[config.mk]
export PLATFORM = sky130hd
export DESIGN_NAME = serv_wb_byte_bridge
export DESIGN_NICKNAME = d
export VERILOG_FILES = /design/src/rtl/serv_bridge_pkg.sv /design/src/rtl/serv_byte_lane_seq.sv /design/src/rtl/serv_wb_byte_bridge.sv
export SDC_FILE = /design/constraint.sdc
export NUM_CORES = 1
export LEC_CHECK = 0
export BUFFER_PORTS_ARGS = -buffer_cell sky130_fd_sc_hd__buf_2
export CORE_UTILIZATION = 48
export CTS_BUF_LIST = sky130_fd_sc_hd__clkbuf_4
export CTS_CLUSTER_SIZE = 40
export DETAILED_ROUTE_END_ITERATION = 8
export PLACE_DENSITY_LB_ADDON = 0.05
export SYNTH_ARGS = -nofsm -noshare
export SYNTH_HDL_FRONTEND = slang
export SYNTH_SLANG_ARGS = --single-unit
[constraint.sdc]
create_clock -name i_clk -period 1.75 [get_ports i_clk]
set_clock_uncertainty 0.15 [all_clocks]
set_input_delay 0.175 -clock i_clk [delete_from_list [all_inputs] [get_ports i_clk]]
set_output_delay 0.175 -clock i_clk [all_outputs]
set_load 0.05 [all_outputs]
[src/rtl/serv_bridge_pkg.sv]
// Shared types and helpers for the Wishbone-to-byte-SRAM bridge: FSM encoding,
// lane-index width, the "no further lane" sentinel and a lowest-set-lane finder.
package serv_bridge_pkg;

  localparam int LANE_W = 2;

  typedef enum logic [2:0] {
    ST_IDLE   = 3'd0,
    ST_WR     = 3'd1,
    ST_RD     = 3'd2,
    ST_RDLAST = 3'd3,
    ST_ACK    = 3'd4
  } state_e;

  // MSB set marks "no set lane found"; lower bits are don't-care.
  localparam logic [LANE_W:0] NO_LANE = 3'b100;

  function automatic logic [LANE_W-1:0] first_set_lane(input logic [3:0] mask);
    logic [LANE_W-1:0] lane;
    lane = 2'd0;
    if (mask[0])      lane = 2'd0;
    else if (mask[1]) lane = 2'd1;
    else if (mask[2]) lane = 2'd2;
    else if (mask[3]) lane = 2'd3;
    else              lane = 2'd0;
    return lane;
  endfunction

endpackage

[src/rtl/serv_byte_lane_seq.sv]
// Combinational next-set-lane finder: given a lane mask and the current lane,
// returns the next higher set lane and flags when the current lane is the last.
module serv_byte_lane_seq
  import serv_bridge_pkg::*;
(
  input  logic [3:0]        mask_i,
  input  logic [LANE_W-1:0] lane_i,
  output logic [LANE_W-1:0] next_o,
  output logic              last_o
);

  logic [3:0]      higher_s;
  logic [3:0]      cand_s;
  logic [LANE_W:0] found_s;

  // Lanes strictly above the current one; the index never wraps past lane 3.
  always_comb begin
    higher_s = 4'b0000;
    case (lane_i)
      2'd0:    higher_s = 4'b1110;
      2'd1:    higher_s = 4'b1100;
      2'd2:    higher_s = 4'b1000;
      default: higher_s = 4'b0000;
    endcase
    cand_s = mask_i & higher_s;
    if (cand_s == 4'b0000) found_s = NO_LANE;
    else                   found_s = {1'b0, first_set_lane(cand_s)};
  end

  assign next_o = found_s[LANE_W-1:0];
  assign last_o = (found_s == NO_LANE);

endmodule

[src/rtl/serv_wb_byte_bridge.sv]
// Wishbone classic responder that splits 32-bit accesses into byte cycles on an
// 8-bit synchronous SRAM. Define SERV_WB_BYTE_BRIDGE_RDSEL_EN to make reads honour i_wb_sel.
module serv_wb_byte_bridge
  import serv_bridge_pkg::*;
#(
  parameter int AW = 10
) (
  input  logic          i_clk,
  input  logic          i_rst_n,
  input  logic [AW-3:0] i_wb_adr,
  input  logic [31:0]   i_wb_dat,
  input  logic [3:0]    i_wb_sel,
  input  logic          i_wb_we,
  input  logic          i_wb_stb,
  output logic [31:0]   o_wb_rdt,
  output logic          o_wb_ack,
  output logic [AW-1:0] o_mem_adr,
  output logic [7:0]    o_mem_wdat,
  output logic          o_mem_we,
  output logic          o_mem_re,
  input  logic [7:0]    i_mem_rdat
);

  state_e            state_q, state_d;
  logic [AW-3:0]     adr_q, adr_d;
  logic [31:0]       dat_q, dat_d;
  logic [3:0]        sel_q, sel_d;
  logic              we_q, we_d;
  logic [LANE_W-1:0] lane_q, lane_d;
  logic              rd_pend_q, rd_pend_d;
  logic [LANE_W-1:0] pend_lane_q, pend_lane_d;
  logic [31:0]       rdt_q, rdt_d;

  logic [3:0]        mask_s;
  logic [LANE_W-1:0] next_lane_s;
  logic              last_lane_s;

`ifdef SERV_WB_BYTE_BRIDGE_RDSEL_EN
  assign mask_s = sel_q;
`else
  assign mask_s = we_q ? sel_q : 4'hF;
`endif

  serv_byte_lane_seq u_lane_seq (
    .mask_i (mask_s),
    .lane_i (lane_q),
    .next_o (next_lane_s),
    .last_o (last_lane_s)
  );

  // Next-state logic: request latching, lane sequencing and read-byte capture.
  always_comb begin
    state_d     = state_q;
    adr_d       = adr_q;
    dat_d       = dat_q;
    sel_d       = sel_q;
    we_d        = we_q;
    lane_d      = lane_q;
    rd_pend_d   = 1'b0;
    pend_lane_d = lane_q;
    rdt_d       = rdt_q;

    // SRAM data for the lane issued last cycle is valid now.
    if (rd_pend_q) rdt_d[{pend_lane_q, 3'b000} +: 8] = i_mem_rdat;
    else           rdt_d = rdt_q;

    case (state_q)
      ST_IDLE: begin
        if (i_wb_stb && !o_wb_ack) begin
          adr_d = i_wb_adr;
          dat_d = i_wb_dat;
          sel_d = i_wb_sel;
          we_d  = i_wb_we;
          if (i_wb_we) begin
            if (i_wb_sel != 4'b0000) begin
              state_d = ST_WR;
              lane_d  = first_set_lane(i_wb_sel);
            end else begin
              state_d = ST_ACK;
            end
          end else begin
`ifdef SERV_WB_BYTE_BRIDGE_RDSEL_EN
            rdt_d = 32'h0000_0000;
            if (i_wb_sel != 4'b0000) begin
              state_d = ST_RD;
              lane_d  = first_set_lane(i_wb_sel);
            end else begin
              state_d = ST_ACK;
            end
`else
            state_d = ST_RD;
            lane_d  = 2'd0;
`endif
          end
        end else begin
          state_d = ST_IDLE;
        end
      end
      ST_WR: begin
        if (last_lane_s) state_d = ST_ACK;
        else             lane_d  = next_lane_s;
      end
      ST_RD: begin
        rd_pend_d = 1'b1;
        if (last_lane_s) state_d = ST_RDLAST;
        else             lane_d  = next_lane_s;
      end
      ST_RDLAST: state_d = ST_ACK;
      ST_ACK:    state_d = ST_IDLE;
      default:   state_d = ST_IDLE;
    endcase
  end

  // State and datapath registers; reset abandons any access in flight.
  always_ff @(posedge i_clk or negedge i_rst_n) begin
    if (!i_rst_n) begin
      state_q     <= ST_IDLE;
      adr_q       <= '0;
      dat_q       <= 32'h0000_0000;
      sel_q       <= 4'b0000;
      we_q        <= 1'b0;
      lane_q      <= 2'd0;
      rd_pend_q   <= 1'b0;
      pend_lane_q <= 2'd0;
      rdt_q       <= 32'h0000_0000;
    end else begin
      state_q     <= state_d;
      adr_q       <= adr_d;
      dat_q       <= dat_d;
      sel_q       <= sel_d;
      we_q        <= we_d;
      lane_q      <= lane_d;
      rd_pend_q   <= rd_pend_d;
      pend_lane_q <= pend_lane_d;
      rdt_q       <= rdt_d;
    end
  end

  assign o_wb_ack   = (state_q == ST_ACK);
  assign o_wb_rdt   = rdt_q;
  assign o_mem_adr  = {adr_q, lane_q};
  assign o_mem_wdat = dat_q[{lane_q, 3'b000} +: 8];
  assign o_mem_we   = (state_q == ST_WR) & we_q;
  assign o_mem_re   = (state_q == ST_RD) & ~we_q;

endmodule

After elaboration in Yosys (flattened, before gate mapping)
Cells that the tools add are included.
- add/subtract/negate cells: 1
- equality and inequality tests: 12
- shifts and indexed selects: 3
- mux-type cells: 24
- bitwise gates (word level): 4
- reductions and logical operators: 11
- operators with widths (kind ; count):
    $bwmux W32 ; 1
    $shift A8 B7 Y32 const A ; 1
    $shiftx A32 B6 Y8 ; 1
    $shiftx A8 B7 Y32 ; 1
    $mux W2 ; 12
    $mux W3 ; 6
    $pmux W3 S4 ; 1
    $pmux W4 S3 ; 1
    $ne A2 B2 Y1 const B ; 4
    $neg A5 Y7 ; 1
    $eq A3 B2 Y1 const B ; 2
    $eq A3 B3 Y1 const B ; 2
    $and A4 B4 Y4 ; 1
    $logic_not A4 Y1 ; 1
    $mux W4 ; 1
    $pmux W2 S2 ; 1
    $reduce_and A2 Y1 ; 2
    $reduce_and A4 Y1 ; 1
    $reduce_bool A4 Y1 ; 1
    $eq A3 B1 Y1 const B ; 1
    $logic_not A3 Y1 ; 1
    $ne A3 B3 Y1 const B ; 1
    $and A1 B1 Y1 ; 2
    $eq A2 B1 Y1 const B ; 1
    other kinds (8) ; 8
- bits in registers: 85
- output and inout port bits: 53
- logic and storage cells: 64

Longest topological paths before layout
- depth after elaboration: 11
- depth in mapped cells: 7
- gate-level depth less buffers: 5

Cells and area by module
A second synthesis with hierarchy kept.
- cells, all modules: 243
- area total of the unflattened synthesis: 3587.2 um2
- by module, submodules not included (module ; instances ; cells each ; area an instance (um2)):
    serv_wb_byte_bridge ; 1 ; 233 ; 3530.9
    serv_byte_lane_seq ; 1 ; 10 ; 56.3

Least setup slack after synthesis
No wires, ideal clock.
- path type: register to output
- start point: register lane_q[0]
- end point: output o_mem_wdat[0]
- arrival: 1.714 ns
- data required time: 1.425 ns
- slack: -0.289 ns
- stages on the path, launching flop included: 3
- path buffers: 1
- cell sequence: dfrtp_1 buf_2 mux4_2
- cells in the longest elaborated chain, start to end: 1
- RTL lines (item ; RTL line ; source):
    start: declaration ; serv_wb_byte_bridge.sv:29 ; logic [LANE_W-1:0] lane_q, lane_d;
    start signal: assignment ; serv_wb_byte_bridge.sv:132 ; lane_q <= lane_d;
    $shiftx A32 B6 Y8 ; serv_wb_byte_bridge.sv:142 ; assign o_mem_wdat = dat_q[{lane_q, 3'b000} +: 8];
    end: declaration ; serv_wb_byte_bridge.sv:18 ; output logic [7:0] o_mem_wdat,
No other way between the ends.

Worst setup path after layout
- start point: register lane_q[0]
- end point: output o_mem_wdat[7]
Same word-level chain as after synthesis.

==> impl_metrics.csv <==
group,metric,value,unit
outcome,status,"complete, but fails checks",
outcome,violations,"negative setup slack",
detailed_routing,avgRoutedWirePerCell,15.74,µm
power_and_ir_drop,vdd_drop_max,1.571,mV
final_layout,drive_gt1_share,51.49,%
grt,grt_overflow,0,
clock_network,root_buffer,"clkbuf_4",
yosys,synth_seq_area_share,58.21,%
final_layout,layout_common_cells,"95 x buf_2, 79 x dfrtp_1, 54 x dlygate4sd3_1",
timing,rsz0062_at_grt,"yes",
detailed_routing,route.detailed.drc,0,
worst_setup_path,critPathRequiredTime,1420,ps
yosys,syn_nets,304,
place,gp_congestion,0.7471,
detailed_routing,drt_wl_total,8435,µm
grt,antenna_found_initial,0,
timing,setup_violations,9,
grt,grt_pass1_wl,13390,µm
hold_path,hold_path_class,"primary input to asynchronous set/reset pin",
yosys,synth_edf_count,0,
place,io_buffers,108,
die,die_y,88.74,µm
grt,grt_pass1_vias,2783,
timing,fmax,498.9,MHz
timing,layout_setup_ws,-254.3,ps
clock_network,htreeDepth,3,
yosys,avgSynthCellArea,14.86,µm²
timing,slew_headroom,81.56,%
place,dp_slack,53.13,ps
place,dpl.hpwl,5466,µm
timing,finalCriticalPeriod,2004,ps
worst_setup_path,cp_max_fo,4,
yosys,synth-seq-cells,84,
detailed_routing,antenna_left,0,
clock_network,cts_tree,"built",
worst_setup_path,critPathTopFamily,"multiplexers",
final_layout,fillers,504,
yosys,synth-simple-area-share,7.450,%
yosys,synth_fa_ha_area_share,1.733,%
yosys,synth_compound_area_share,10.74,%
power_and_ir_drop,p_int,0.005710,W
yosys,yosysUniqueCellTypes,36,
die,pin_count,109,
worst_setup_path,cp_data_arrival_time,1680,ps
worst_setup_path,crit_top_cell,"buf_6",
worst_setup_path,critPathMaxStageDelay,510,ps
grt,grt_use_total,23.06,%
yosys,muxShareOfSynthArea,19.09,%
detailed_routing,via_per_inst,5.172,
worst_setup_path,worst-path-buf-inv,2,
final_layout,final_common_cell,"buf_2",
final_layout,seq_area,0.002111,mm²
detailed_routing,dr.pass1.iters,4,
yosys,synth_warnings,0,
detailed_routing,vias,2772,
power_and_ir_drop,leakage,2.521,nW
detailed_routing,drt-initial-drc-count,67,
final_layout,syn2layout_area_growth,47.09,%
power_and_ir_drop,pwr-share-comb,57.7,%
timing,worst_pin_slew,276.6,ps
die,fp-row-count,31,
power_and_ir_drop,p_switching,0.004676,W
final_layout,multi_input_area,0.001501,mm²
worst_setup_path,worst_setup_path_end_kind,"output pin",
yosys,synth_flop_cell,"dfrtp_1",
timing,slew_violations,0,
worst_setup_path,crit_chain,"buf_6 > mux4_2 > buf_6",
timing,fin_crit_sh,114.5,%
die,die_w,88.74,µm
power_and_ir_drop,p_per_area,1955,mW/mm²
final_layout,nets,493,
timing,setup_tns,-2027,ps
final_layout,fin_area,0.005311,mm²
final_layout,antenna_cells,0,
yosys,async_flop_share,100.0,%
clock_network,insertion_delay,410,ps
clock_network,path_clk_slew,120,ps
yosys,synth_xor_area_share,0,%
worst_setup_path,crit_path_start_kind,"register",
clock_network,cts_max_path_buffers,2,
die,dieArea,0.007874,mm²
grt,grt_max_degree,47,
worst_setup_path,critPathKind,"register to output pin",
yosys,netlist_instances,243,
power_and_ir_drop,seqPwrFrac,32.2,%
power_and_ir_drop,power,0.01039,W
yosys,syn_area,0.003611,mm²
place,placed_area,0.004415,mm²
power_and_ir_drop,switching_share,45.02,%
clock_network,cts_num_sinks,84,
yosys,synth_top_family_by_area,"multiplexers",
timing,hold_viol,0,
clock_network,cts_buffers,9,
die,fp.coreArea,0.007253,mm²
power_and_ir_drop,pwr-share-clk,10.1,%
die,start_util,49.78,%
worst_setup_path,critPathSlowestCell,"mux4_2",
run,max-cap-violations,0,
layout make-up:
class	count	share of cell area, %
sequential	84	39.74
inverter	9	0.6360
tap	99	2.332
timing repair buffer	186	26.57
clock inverter	6	1.037
clock buffer	10	1.413
multi-input combinational	142	28.27
sequential cells by signal, summed over array words and instances, names as in the netlist:
register and flops:
sel_q 3, rd_pend_q 1, dat_q 32, we_q 1, o_wb_rdt 32, adr_q 8, pend_lane_q 2, state_q 3
lane_q 2
path summary, 6_finish.rpt:
path                            endpoint  slack, ps        start  depth (start not counted)
setup / recovery           o_mem_wdat[7]       -250    lane_q[0]                          3
hold / removal              o_wb_rdt[15]          9      i_rst_n                          2
setup reg to reg               lane_q[1]         10    lane_q[0]                          8
hold reg to reg                dat_q[29]        350    dat_q[29]                          1
max in group asynchronous       dat_q[2]        890      i_rst_n                          3
min in group i_clk             lane_q[0]         10  i_wb_sel[0]                          4
power by group through the flow:
| stage | logic [W] | clock network, W | registers (W) |
|---|---|---|---|
| 2_1_floorplan | 0.00278 | 0 | 0.00459 |
| 3_3_place_gp | 0.00515 | 0 | 0.00338 |
| 3_5_place_dp | 0.00521 | 0 | 0.00341 |
| 4_1_cts | 0.00584 | 0.00109 | 0.00331 |
| 5_1_grt | 0.00635 | 0.00117 | 0.00346 |
| 6_report | 0.00599 | 0.00105 | 0.00335 |
synthesized netlist by cell type, types with 3 or more instances:
cell type,number,area (µm²)
nand2b_1,3,18.77
nand2_1,7,26.28
nor3_1,5,25.02
a22o_1,32,280.3
buf_6,4,45.04
o21ai_0,5,25.02
nor2_1,7,26.28
ha_1,5,62.56
mux2_1,3,33.78
dfrtp_1,84,2102
a21oi_1,5,25.02
nor4b_4,3,71.32
mux2_2,40,450.4
mux4_2,8,180.2
inv_1,8,30.03
repair_timing:
action	in CTS	in global routing
setup buffers	4	1
pin swaps	0	2
hold buffers	55	0
endpoints found under the setup margin	11	45
gates resized for setup	32	22
hold endpoints to repair	163	0
cell families after synthesis:
family | count (synthesis)
adder cells (fa/ha/maj) | 5
AO/OA/AOI/OAI | 49
multiplexers | 53
buffers and inverters | 17
flip-flops | 84
AND/OR/NAND/NOR | 35
stage by stage:
step | util, % | hold WS (ps) | cells
final | 73.23 | 8.967 | 536
after global placement | 60.88 | -87.15 | 462
after CTS | 72.28 | 8.905 | 537
after global routing | 73.23 | 30.06 | 536
after detailed placement | 60.88 | -88.33 | 462
after floorplan | - | -270.6 | 243
metal layers:
| layer | vias up | global-route usage [%] | routed length [µm] |
|---|---|---|---|
| met1 | 1375 | 29.64 | 3655 |
| met2 | 92 | 38.88 | 4213 |
| met4 | 0 | 9.677 | 175 |
| li1 | 1290 | - | - |
| met5 | - | 0 | 0 |
| met3 | 15 | 3.825 | 390 |
(Power assumes the default switching activity.)
